$ cat src/rtl/div_pkg.sv
// Shared definitions for the iterative restoring divider: FSM states and
// iteration-counter sizing.
package div_pkg;

  typedef enum logic [1:0] {
    IDLE,
    RUN,
    DONE
  } state_t;

  localparam int BW_DEFAULT = 8;

  // Counter wide enough to hold every value from 0 up to the operand width.
  function automatic int cnt_width(input int w);
    return $clog2(w + 1);
  endfunction

  localparam int CW = cnt_width(BW_DEFAULT);

endpackage

$ cat src/rtl/div_step.sv
// One restoring shift-subtract iteration of the divider, purely combinational.
// The partial remainder carries one guard bit above the operand width.
module div_step
  import div_pkg::*;
#(
  parameter int bw = BW_DEFAULT
) (
  input  logic [bw:0]   p_in,
  input  logic [bw-1:0] a_in,
  input  logic [bw-1:0] divisor,
  output logic [bw:0]   p_out,
  output logic [bw-1:0] a_out
);

  logic [bw:0] shifted;
  logic [bw:0] trial;
  logic        unused_guard;

  // The guard bit of the incoming remainder is always clear after a restore,
  // so it is shifted out without being looked at.
  assign unused_guard = p_in[bw];

  // Shift the next dividend bit in, trial-subtract, keep the difference if it did not borrow.
  always_comb begin
    shifted = {p_in[bw-1:0], a_in[bw-1]};
    trial   = shifted - {1'b0, divisor};
    p_out   = shifted;
    a_out   = {a_in[bw-2:0], 1'b0};
    if (!trial[bw]) begin
      p_out = trial;
      a_out = {a_in[bw-2:0], 1'b1};
    end
  end

endmodule

$ cat src/rtl/div_seq.sv
// Iterative restoring divider, one quotient bit per clock.
// Optional build macro: DIV_SIGNED_EN selects two's-complement operands
// (truncating division, signed overflow flag); undefined gives an unsigned divider.
module div_seq
  import div_pkg::*;
#(
  parameter int bw = BW_DEFAULT
) (
  input  logic          clk,
  input  logic          rst_n,
  input  logic          start,
  input  logic [bw-1:0] dividend,
  input  logic [bw-1:0] divisor,
  output logic [bw-1:0] quo,
  output logic [bw-1:0] rem,
  output logic          busy,
  output logic          done,
  output logic          dz,
  output logic          neg,
  output logic          ov
);

  localparam int cw = cnt_width(bw);

  state_t        state;
  state_t        next_state;
  logic          accept;
  logic          last_iter;
  logic [bw:0]   p_reg;
  logic [bw:0]   p_next;
  logic [bw-1:0] a_reg;
  logic [bw-1:0] a_next;
  logic [bw-1:0] dsr_reg;
  logic [cw-1:0] cnt;
  logic [bw-1:0] dividend_mag;
  logic [bw-1:0] divisor_mag;
  logic [bw-1:0] quo_fin;
  logic [bw-1:0] rem_fin;
  logic          ov_fin;

`ifdef DIV_SIGNED_EN
  logic          quo_sign;
  logic          rem_sign;
`endif

  div_step #(.bw(bw)) u_step (
    .p_in    (p_reg),
    .a_in    (a_reg),
    .divisor (dsr_reg),
    .p_out   (p_next),
    .a_out   (a_next)
  );

  // State register; an asynchronous reset aborts any operation in flight.
  always_ff @(posedge clk or negedge rst_n) begin
    if (!rst_n) state <= IDLE;
    else        state <= next_state;
  end

  // Next-state logic plus the handshake outputs decoded from the current state.
  always_comb begin
    next_state = state;
    accept     = 1'b0;
    last_iter  = 1'b0;
    busy       = (state != IDLE);
    done       = (state == DONE);
    case (state)
      IDLE: begin
        if (start) begin
          accept     = 1'b1;
          next_state = (divisor == '0) ? DONE : RUN;
        end
      end
      RUN: begin
        if (cnt == cw'(bw - 1)) begin
          last_iter  = 1'b1;
          next_state = DONE;
        end
      end
      DONE:    next_state = IDLE;
      default: next_state = IDLE;
    endcase
  end

`ifdef DIV_SIGNED_EN
  // Divide magnitudes, then restore signs: quotient negative when signs differ,
  // remainder follows the dividend. Only -2^(bw-1)/-1 yields a positive quotient with the top bit set.
  always_comb begin
    dividend_mag = dividend[bw-1] ? -dividend : dividend;
    divisor_mag  = divisor[bw-1]  ? -divisor  : divisor;
    quo_fin      = quo_sign ? -a_next : a_next;
    rem_fin      = rem_sign ? -p_next[bw-1:0] : p_next[bw-1:0];
    ov_fin       = !quo_sign && a_next[bw-1];
  end
`else
  // Unsigned operands go straight into the datapath; overflow cannot occur.
  always_comb begin
    dividend_mag = dividend;
    divisor_mag  = divisor;
    quo_fin      = a_next;
    rem_fin      = p_next[bw-1:0];
    ov_fin       = 1'b0;
  end
`endif

  // Operand capture, iteration registers and result/flag registers that change only on DONE entry.
  always_ff @(posedge clk or negedge rst_n) begin
    if (!rst_n) begin
      p_reg   <= '0;
      a_reg   <= '0;
      dsr_reg <= '0;
      cnt     <= '0;
      quo     <= '0;
      rem     <= '0;
      dz      <= 1'b0;
      neg     <= 1'b0;
      ov      <= 1'b0;
`ifdef DIV_SIGNED_EN
      quo_sign <= 1'b0;
      rem_sign <= 1'b0;
`endif
    end else if (accept) begin
      p_reg   <= '0;
      a_reg   <= dividend_mag;
      dsr_reg <= divisor_mag;
      cnt     <= '0;
`ifdef DIV_SIGNED_EN
      quo_sign <= dividend[bw-1] ^ divisor[bw-1];
      rem_sign <= dividend[bw-1];
`endif
      if (divisor == '0) begin
        quo <= '1;
        rem <= dividend;
        dz  <= 1'b1;
        neg <= 1'b1;
        ov  <= 1'b0;
      end
    end else if (state == RUN) begin
      p_reg <= p_next;
      a_reg <= a_next;
      cnt   <= cnt + cw'(1);
      if (last_iter) begin
        quo <= quo_fin;
        rem <= rem_fin;
        dz  <= 1'b0;
        neg <= quo_fin[bw-1];
        ov  <= ov_fin;
      end
    end
  end

endmodule
$ cat config.mk
export PLATFORM = sky130hd
export DESIGN_NAME = div_seq
export DESIGN_NICKNAME = d
export VERILOG_FILES = /design/src/rtl/div_pkg.sv /design/src/rtl/div_step.sv /design/src/rtl/div_seq.sv
export SDC_FILE = /design/constraint.sdc
export NUM_CORES = 1
export LEC_CHECK = 0
export ABC_AREA = 1
export BUFFER_PORTS_ARGS = -buffer_cell sky130_fd_sc_hd__buf_4
export CAP_MARGIN = 20
export CORE_UTILIZATION = 54
export CTS_CLUSTER_DIAMETER = 120
export DETAILED_ROUTE_END_ITERATION = 10
export MAX_ROUTING_LAYER = met4
export PLACE_DENSITY = 0.76
export SLEW_MARGIN = 10
export SYNTH_ARGS = -nofsm -noshare
export SYNTH_HDL_FRONTEND = slang
export SYNTH_SLANG_ARGS = --single-unit
$ cat constraint.sdc
create_clock -name clk -period 2.9 [get_ports clk]
set_input_delay 0.145 -clock clk [delete_from_list [all_inputs] [get_ports clk]]
set_output_delay 0.145 -clock clk [all_outputs]
set_load 0.02 [all_outputs]
Word-level counts from Yosys, hierarchy flattened
Cells that the tools add are included.

word-level totals
  output and inout port bits = 21
  word-level logic and storage cells = 58
  register bits after elaboration = 49
  input bits = 19

cells by class
  $add $sub $neg = 2
  eq/ne operators = 6
  reductions and logical operators = 7
  mux-type cells = 33

operators by type and width
  operator                                        number
  2-to-1 mux 8 bit                                13
  2-to-1 mux 1 bit                                14
  subtractor 9 x 8 -> 9 bit                       1
  logical NOT 8 bit                               1
  2-to-1 mux 4 bit                                2
  2-to-1 mux 2 bit                                3
  nonzero test 2 bit                              3
  adder 4 x 1 -> 4 bit (second input constant)    1
  == test 4 x 3 -> 1 bit (second input constant)  1
  != test 2 bit (second input constant)           2
  case mux 2 bit (2 select lines)                 1
  AND reduction 3 bit                             1
  == test 2 x 1 -> 1 bit (second input constant)  1
  == test 2 bit (second input constant)           1
  logical NOT 2 bit                               1
  != test 2 x 1 -> 1 bit (second input constant)  1
  AND reduction 2 bit                             1

Depth between registers and ports, before layout
Gate-level depths: netlist (run 1).

  depth after elaboration = 6
  gate-level depth with buffers = 14
  gate-level depth less buffers = 14

Cells and area by module
From an unflattened synthesis (run 1), not the netlist that was laid out.

second synthesis, totals
  cells, all modules = 353
  area total of the unflattened synthesis = 2701.3 µm²

by module, submodules not included
  module    sequential area each (µm²)  area each (µm²)  instances  cells an instance
  div_seq   1201.2                      2159.6           1          254
  div_step  0.0                         541.8            1          99

Worst setup path before layout (run 1)
No wires, ideal clock.

  kind = register to register
  from = reg a_reg[7]
  to = reg rem[7]
  cell stages (with the launch flop) = 15
  arrival = 1792 ps
  buffers on the path = 0
  library setup time = 113 ps
  period minus slack after synthesis = 1905 ps
  required time = 2787 ps
  slack = 995 ps
  path through = dfrtp_1 > inv_1 > ha_1 > inv_1 > fa_1 > nand2_1 > nand2_1 > nand3_1 > nand2_1 > nand2_1 > nand2_1 > nand3_1 > nand3_1 > nand2_1 > inv_1

between the ends
  longest elaborated chain between the ends = 5

RTL lines
  item                       RTL line        text
  from (decl)                div_seq.sv:31   logic [bw-1:0] a_reg;
  from (signal assigned)     div_seq.sv:124  a_reg <= dividend_mag;
  from (signal assigned)     div_seq.sv:140  a_reg <= a_next;
  subtractor 9 x 8 -> 9 bit  div_step.sv:26  trial = shifted - {1'b0, divisor};
  2-to-1 mux 8 bit           div_step.sv:29  if (!trial[bw]) begin
  2-to-1 mux 8 bit           div_seq.sv:142  if (last_iter) begin
  2-to-1 mux 8 bit           div_seq.sv:138  end else if (state == RUN) begin
  2-to-1 mux 8 bit           div_seq.sv:122  end else if (accept) begin
  to (signal assigned)       div_seq.sv:133  rem <= dividend;
  to (signal assigned)       div_seq.sv:144  rem <= rem_fin;
  to (decl)                  div_seq.sv:15   output logic [bw-1:0] rem,

No other way between the ends. The select of a mux whose other input is x is not followed.
A chain may end at the register's enable or synchronous reset.

Worst setup path after layout (run 1)
  from = reg a_reg[7]
  to = reg rem[1]

Same word-level chain as after synthesis.

==> flow_summary.toml, run 1 <==
[setup_path]
rrSetupSlack_ps = 580
cp.arrival_ps = 2520
path_class = "flop to flop"
crit_fanout = 9
required_ps = 3110
end_kind = "flop"
worst_r2r_endpoint = "rem[1]"
r2r_start = "a_reg[7]"
cp-start-kind = "flop"
reg2reg_depth = 14

[grt]
gr-total-overflow = 0
grt_pass1_wl_mm = 9.53
grt_max_degree = 48
first_global_vias = 2035
antenna_found_initial = 0
grt_util_all_layers_pct = 24.8

[pwr]
power.density_nw_per_um2 = 1180
swShare_pct = 45.6
pwr-share-clk_pct = 12.9
power_frac_comb_pct = 55.6
peakVddDrop_mv = 0.658
seqPwrFrac_pct = 31.4
switchingPower_mw = 1.63
intPower_mw = 1.95
p_leak_nw = 1.79

[yosys]
ys.flop_type = "dfrtp_1"
yosys_warnings = 0
seq_area_frac_synth_pct = 44.9
postSynthCellCount = 343
synth_seq_cells = 47
synth_compound_gate_area_share_pct = 8.21
synth-xor-area-share_pct = 1.00
synth_mux_area_share_pct = 0
yosys.area_share.simple_pct = 28.6
synthAdderAreaFrac_pct = 5.06
synth_nets = 372
synth_top_family_by_area = "simple AND/OR/NAND/NOR gates"
avgSynthCellArea_sq_um = 7.64
synth_edf_count = 0
ys_types = 28
netlist_area_sq_um = 2620
async_flop_share_pct = 100

[drt]
via_per_inst = 5.12
routed.top_layer = "met4"
detail_route.first_pass.iterations = 4
dr_wl_met2_mm = 2.47
drt-initial-drc-count = 157
vias = 2210
ant_nets = 0
wl_met3_um = 237
routedWlPerCell_um = 12.7
wl_mm = 5.47
wl_met1_mm = 2.65
drc = 0

[clock_tree]
clk_latency_ps = 300
numCtsBuffers = 5
cts.clk_slew.worst_paths_ps = 80
postCtsSetupBuffers = 0
htreeDepth = 2
root_buffer = "clkbuf_8"
cts_tree = "built"
cts_buffer_depth = 2
cts_resized = 0
clkSinkCount = 47

[final_layout]
multi_input_area_sq_um = 1130
nets = 409
final.fill_count = 402
diodes = 0
area_growth_pct = 15.4
layout_commonest_cell = "nand2_1"
drive_gt1_share_pct = 14.2
regArea_sq_um = 1180
layout_common_cells = "nand2_1, inv_1, dfrtp_1"

[job]
max_cap_violations = 0

[die]
fp.dieH_um = 71.7
core_area_sq_um = 4500
die_area_sq_um = 5130
fp.dieW_um = 71.7
pin_count = 40
start_util_pct = 58.2
row_count = 24

[placed_design]
dp_hpwl_mm = 4.11
io_buffers = 38
gp_congestion = 0.950

[sta]
fin_skew_ps = 6.31
finalCriticalPeriod_ps = 2320
whs_ps = 72.4
setup_viol_count_final = 0
slew_violations = 0
tns_ps = 0
tightestPinTransition_ps = 589
relSlewSlack_pct = 60.6
max_freq_ghz = 0.431
timing.final.crit_share_pct = 80.0
rsz0062_at_grt = "no"
hold_viol_final = 0

[worst_hold_path]
holdPathStages = 3
hp-start = "dividend[2]"
hp-class = "input pin to flop"
hold_end = "a_reg[2]"

[status]
status = "complete, no violations"
## synth_stat cells (2+ instances only)
| master | instances | area [sq um] |
|---|---|---|
| nand4_1 | 4 | 25.0 |
| nor2_1 | 25 | 93.8 |
| nand3_1 | 35 | 175 |
| o21ai_0 | 13 | 65.1 |
| nand2_1 | 95 | 357 |
| inv_2 | 4 | 15.0 |
| clkbuf_1 | 3 | 11.3 |
| ha_1 | 9 | 113 |
| xor2_1 | 2 | 17.5 |
| inv_1 | 63 | 236 |
| nor2_4 | 2 | 22.5 |
| a21oi_1 | 10 | 50.1 |
| or2_1 | 8 | 50.1 |
| buf_6 | 2 | 22.5 |
| dfrtp_1 | 47 | 1180 |
| buf_2 | 2 | 10.0 |
| o221ai_1 | 7 | 61.3 |
| buf_4 | 2 | 15.0 |
## power groups by stage
| stage | Sequential [mW] | Combinational [mW] | Clock [mW] |
|---|---|---|---|
| final | 1.13 | 1.99 | 0.462 |
| after global routing | 1.17 | 2.28 | 0.491 |
| after CTS | 1.13 | 1.99 | 0.466 |
| after detailed placement | 1.14 | 1.98 | 0 |
| after global placement | 1.13 | 1.92 | 0 |
| after floorplan | 1.25 | 1.32 | 0 |
## worst max-delay path, cell delays in order, from the launching register on
cell	delay (ps)
dfrtp_1	390
inv_1	100
ha_1	150
inv_1	70
fa_1	410
nand2_1	90
nand2_1	100
nand3_1	150
nand2_1	80
nand2_1	70
nand2_1	200
nand3_1	170
nand3_1	120
nand2_1	80
inv_1	30
## through the flow
| stage | std cells | setup WS (ps) | total power, mW | util (%) | area (sq um) |
|---|---|---|---|---|---|
| floorplan | 343 | 995 | 2.58 | - | 2620 |
| global placement | 424 | 704 | 3.05 | 64.6 | 2910 |
| detailed placement | 424 | 623 | 3.12 | 64.6 | 2910 |
| CTS | 432 | 596 | 3.59 | 67.1 | 3020 |
| global route | 432 | 323 | 3.93 | 67.1 | 3020 |
| finish | 432 | 581 | 3.58 | 67.1 | 3020 |
## timing repair
action | in CTS | in global routing
hold buffers | 1 | 0
endpoints found under the hold margin | 47 | 0
endpoints found under the setup margin | 0 | 0
## cell families (layout without fill, tap and decap cells)
kind of cell / Yosys count / count (layout)
DFF: 47 / 47
and+or+nand+nor: 171 / 171
adders and majority gates: 10 / 10
buffers and inverters: 77 / 114
other: 1 / 1
xor gates and xnor gates: 3 / 3
AOI/OAI and AO/OA: 34 / 34
## cell type report
cell class,count,share of cell area (%)
Sequential cell,47,38.9
Multi-Input combinational cell,219,37.3
Timing Repair Buffer,39,9.76
Inverter,68,8.52
Clock buffer,6,2.40
Tap cell,52,2.15
Clock inverter,1,0.993
## metal layers
metal  vias up  GRT usage, %
li1       1140             -
met1       997          35.2
met2        61          36.1
met4         0          8.28
met3        12          4.22
met5         -             -
## worst max path at each step
stage              from      to  slack, ps
6_report       a_reg[7]  rem[1]        580
5_1_grt        a_reg[7]  rem[1]        320
4_1_cts        a_reg[7]  rem[1]        600
3_5_place_dp   a_reg[7]  rem[1]        620
3_3_place_gp   a_reg[7]  rem[2]        700
2_1_floorplan  a_reg[7]  rem[7]        990
No activity file was read; power rests on OpenSTA's default activity.
==> run 2, diff against run 1 <==
clock period = 2.2 ns   (was 2.9 ns; I/O delays follow)
==> run 2 against run 1 <==
Effect of this change:
- register-to-register slack worse by 440 ps
- count of clock-buffer cells in the layout down 1
- clock skew up 6.1 ps
- global-route usage down 0.97 points
- sequential power up 31%
- via count down 2.3%
==> flow_summary.toml, run 2 (synthesis gave the netlist of run 1 again) <==
[pwr]
finalPower_mw = 4.65
peakVddDrop_mv = 0.716
p_leak_nw = 1.79
power.density_nw_per_um2 = 1530

[die]
pin_count = 40
core_area_sq_um = 4500
die_area_sq_um = 5130
fp.dieW_um = 71.7
row_count = 24
start_util_pct = 58.2
fp.dieH_um = 71.7

[drt]
detail_route.first_pass.iterations = 4
vias = 2159
routedWlPerCell_um = 12.3
ant_nets = 0
drt-initial-drc-count = 145
drc = 0
via_per_inst = 4.99
wl_mm = 5.33

[final_layout]
diodes = 0
drive_gt1_share_pct = 15.7
layout_commonest_cell = "nand2_1"
layout_common_cells = "nand2_1, inv_1, dfrtp_1"
area_growth_pct = 15.7
finalNonFillerCells = 433
design_area_sq_um = 3030
final.fill_count = 412
nets = 410

[grt]
grt_max_degree = 48
antenna_found_initial = 0
first_global_vias = 1948
grt_util_all_layers_pct = 23.8
gr-total-overflow = 0
grt_pass1_wl_mm = 9.10

[setup_path]
crit_fanout = 9
path_class = "flop to flop"
reg2reg_depth = 14
crit_slowest_cell = "fa_1"
required_ps = 2400
crit_path_frequent_cell = "nand2_1"
end_kind = "flop"
slowest_delay_ps = 400
crit_start = "a_reg[7]"
cp-start-kind = "flop"
rrSetupSlack_ps = 140
cp.arrival_ps = 2260
crit_buf_inv = 3
crit_family = "simple AND/OR/NAND/NOR gates"
cp_cell_sequence = "inv_1, ha_1, inv_1, fa_1, nand2_1, nand2_1, nand3_2, nand2_1, nand2_1, nand2_2, nand3_1, nand3_1, nand2_1, inv_1"
r2r_start = "a_reg[7]"
path_depth = 14

[sta]
relSlewSlack_pct = 60.6
slew_violations = 0
max_freq_ghz = 0.485
fin_skew_ps = 12.4
hold_viol_final = 0
tns_ps = 0
tightestPinTransition_ps = 591
timing.final.crit_share_pct = 93.7
timing.final.ws_setup_ps = 138
rsz0062_at_grt = "yes"
setup_viol_count_final = 0
finalCriticalPeriod_ps = 2060

[placed_design]
dp_slack_ps = 74.9
dpl.cell_count = 425
gp_congestion = 0.909
io_buffers = 38
dp_hpwl_mm = 3.90
placedInstanceArea_sq_um = 2920

[clock_tree]
htreeDepth = 2
numCtsBuffers = 5
clkSinkCount = 47
root_buffer = "clkbuf_8"
cts_buffer_depth = 2
postCtsSetupBuffers = 0
cts.clk_slew.worst_paths_ps = 90
cts_tree = "built"
clk_latency_ps = 310

[status]
status = "complete, no violations"

[worst_hold_path]
hp-class = "input pin to flop"
holdPathStages = 3
hp-start = "dividend[5]"

[job]
max_cap_violations = 0
-- run 2: cell types whose count changed in the layout (fill, tap and decap cells not counted) --
cell and change:
bufinv_16 -1, nand2_4 +1, buf_4 +1, clkinv_4 +1, clkinv_2 +1, nand2_2 +1
nand3_1 -2, nand2_1 -2, nand3_2 +2, clkbuf_1 -1
-- run 2: final timing paths --
| kind | end |
|---|---|
| setup / recovery | rem[3] |
| min in group asynchronous | quo[6] |
| setup reg to reg | rem[3] |
| max in group asynchronous | cnt[2] |
| hold / removal | a_reg[5] |
| hold reg to reg | dsr_reg[5] |
-- run 2: layer usage --
layer,GRT usage [%],share of wire (%)
met3,4.78,5.1
met2,34.9,45
met5,-,0
met1,33.2,48
met4,7.63,1.6
-- run 2: cell type report --
type / count / area [sq um] / area share, %
Timing Repair Buffer: 40 / 303 / 9.99
Tap cell: 52 / 65.1 / 2.15
Clock inverter: 2 / 13.8 / 0.454
Multi-Input combinational cell: 219 / 1150 / 37.8
Sequential cell: 47 / 1180 / 38.8
Clock buffer: 5 / 68.8 / 2.27
Inverter: 68 / 258 / 8.50
-- run 2: power breakdown --
group	internal, mW	switching (mW)
Sequential	1.26	0.225
Combinational	0.999	1.65
Clock	0.218	0.299
-- run 2: repair_timing --
action                                  CTS  global route
hold buffers                              1             0
endpoints found under the setup margin    0            16
gates resized for setup                   0             5
endpoints found under the hold margin    47             0
-- run 2: tightest hold or removal path: stages --
cell and delay, ps:
buf_4 80, nand2_1 60, o221ai_1 60
-- run 2: metrics by stage --
step	util, %	hold slack, ps
2_1_floorplan	-	-186
3_3_place_gp	64.8	154
3_5_place_dp	64.8	155
4_1_cts	66.9	33.1
5_1_grt	67.3	43.9
6_report	67.3	35.2
==> run 3, diff against run 2 <==
PLACE_DENSITY = 0.87   (was 0.76)
==> run 3 against run 2 <==
Effect of this change:
- global-route usage grew 0.85 points
- sequential share of layout area shrank 0.35 points
- register-to-register slack barely moved
- fmax about the same
- setup slack about the same
- highest routed layer unchanged
- non-clock buffer count stayed put
- wire length increased by 7.1%
- critical path depth stayed put
==> flow_summary.toml, run 3 (synthesis gave the netlist of run 1 again) <==
[die]
fp.dieW_um = 71.7
die_area_sq_um = 5130
row_count = 24
fp.dieH_um = 71.7
pin_count = 40
start_util_pct = 58.2
core_area_sq_um = 4500

[sta]
setup_viol_count_final = 0
max_freq_ghz = 0.485
hold_viol_final = 0
tightestPinTransition_ps = 574
slew_violations = 0
relSlewSlack_pct = 61.7
finalCriticalPeriod_ps = 2060
fin_skew_ps = 4.05
whs_ps = 39.3
timing.final.crit_share_pct = 93.7

[worst_hold_path]
hp-class = "input pin to flop"
holdPathStages = 3
hp-start = "dividend[3]"
hold_end = "a_reg[3]"

[pwr]
power.density_nw_per_um2 = 1580
swShare_pct = 46.2
intPower_mw = 2.60
peakVddDrop_mv = 0.835
p_leak_nw = 1.80
seqPwrFrac_pct = 30.7
power_frac_comb_pct = 56.6
switchingPower_mw = 2.24
pwr-share-clk_pct = 12.7

[clock_tree]
htreeDepth = 2
cts_buffer_depth = 2
cts_tree = "built"
root_buffer = "clkbuf_8"
cts.clk_slew.worst_paths_ps = 80
numCtsBuffers = 5
clk_latency_ps = 300
clkSinkCount = 47

[placed_design]
io_buffers = 38
gp_congestion = 0.877
dpl.cell_count = 425
dp_hpwl_mm = 4.18

[final_layout]
regArea_sq_um = 1180
multi_input_area_sq_um = 1150
layout_common_cells = "nand2_1, inv_1, dfrtp_1"
layout_commonest_cell = "nand2_1"
final.fill_count = 374
nets = 410
diodes = 0
area_growth_pct = 16.8
finalNonFillerCells = 433
drive_gt1_share_pct = 15.7

[job]
max_cap_violations = 0

[grt]
antenna_found_initial = 0
grt_util_all_layers_pct = 24.6
first_global_vias = 2170
grt_max_degree = 48
grt_pass1_wl_mm = 9.54
gr-total-overflow = 0

[status]
status = "complete, no violations"

[setup_path]
end_kind = "flop"
cp.arrival_ps = 2260
rrSetupSlack_ps = 140
crit_slowest_cell = "dfrtp_1"
slowest_delay_ps = 380
crit_fanout = 9
reg2reg_depth = 14
crit_path_frequent_cell = "nand2_1"
required_ps = 2400
path_class = "flop to flop"
cp-start-kind = "flop"
r2r_start = "a_reg[7]"
cp_cell_sequence = "inv_1, ha_1, inv_1, fa_2, nand2_1, nand2_1, nand3_2, nand2_1, nand2_1, nand2_4, nand3_1, nand3_1, nand2_1, inv_1"
worst_r2r_endpoint = "rem[7]"

[drt]
detail_route.first_pass.iterations = 4
wl_mm = 5.71
ant_nets = 0
vias = 2281
drt-initial-drc-count = 158
routedWlPerCell_um = 13.2
drc = 0
via_per_inst = 5.27
-- run 3: changes by cell type in the layout (fill, tap and decap cells not counted) --
cell       delta
clkbuf_1      +1
bufinv_16     +1
fa_1          -1
clkinv_4      -1
clkinv_2      -1
nand2_2       -1
fa_2          +1
nand2_4       +1
-- run 3: through the flow --
| step | setup WS, ps | cell area [sq um] | util (%) | setup TNS [ps] | total power [mW] |
|---|---|---|---|---|---|
| after global routing | -22.5 | 3060 | 67.9 | -45.0 | 5.27 |
| after global placement | 140 | 2920 | 64.8 | 0 | 4.01 |
| final | 138 | 3060 | 67.9 | 0 | 4.84 |
| after CTS | 3.57 | 3030 | 67.3 | 0 | 4.75 |
| after detailed placement | 36.2 | 2920 | 64.8 | 0 | 4.13 |
| after floorplan | 295 | 2620 | - | 0 | 3.40 |
-- run 3: final cells by class --
cell class                      instances  share of cell area, %
Timing Repair Buffer                   40                   9.90
Sequential cell                        47                   38.4
Clock buffer                            6                   2.37
Multi-Input combinational cell        219                   37.8
Inverter                               68                   8.43
Clock inverter                          1                  0.982
Tap cell                               52                   2.13
-- run 3: layer usage --
metal  vias to the layer above  wire length, um  track usage [%]
li1                       1141                -                -
met1                      1032             2470             31.1
met2                        95             2730             39.5
met3                        13              399             4.78
met4                         0              114             9.15
met5                         -                0                -
-- run 3: repair_timing --
action                                  CTS  global route
endpoints found under the setup margin    0            18
setup buffers                             0             0
resized for setup                         0             7
endpoints found under the hold margin    47             0
hold buffers                              1             0
-- run 3: worst max-delay path: cells and delay by family, from the launching register on --
family	cells	cell delay, ps
buffers and inverters	3	180
and+or+nand+nor	9	890
DFF	1	380
adders and majority gates	2	500
-- run 3: worst max path at each step --
stage / startpoint / end / cells past startpoint
floorplan: a_reg[7] / rem[7] / 14
global placement: a_reg[7] / rem[7] / 14
detailed placement: a_reg[7] / rem[3] / 14
CTS: a_reg[7] / rem[3] / 14
global route: a_reg[7] / p_reg[1] / 14
finish: a_reg[7] / rem[7] / 14
-- run 3: power groups by stage --
stage | clock network, mW | registers, mW | logic (mW)
floorplan | 0 | 1.65 | 1.75
global placement | 0 | 1.48 | 2.53
detailed placement | 0 | 1.50 | 2.62
CTS | 0.626 | 1.49 | 2.64
global route | 0.661 | 1.53 | 3.08
finish | 0.616 | 1.49 | 2.74
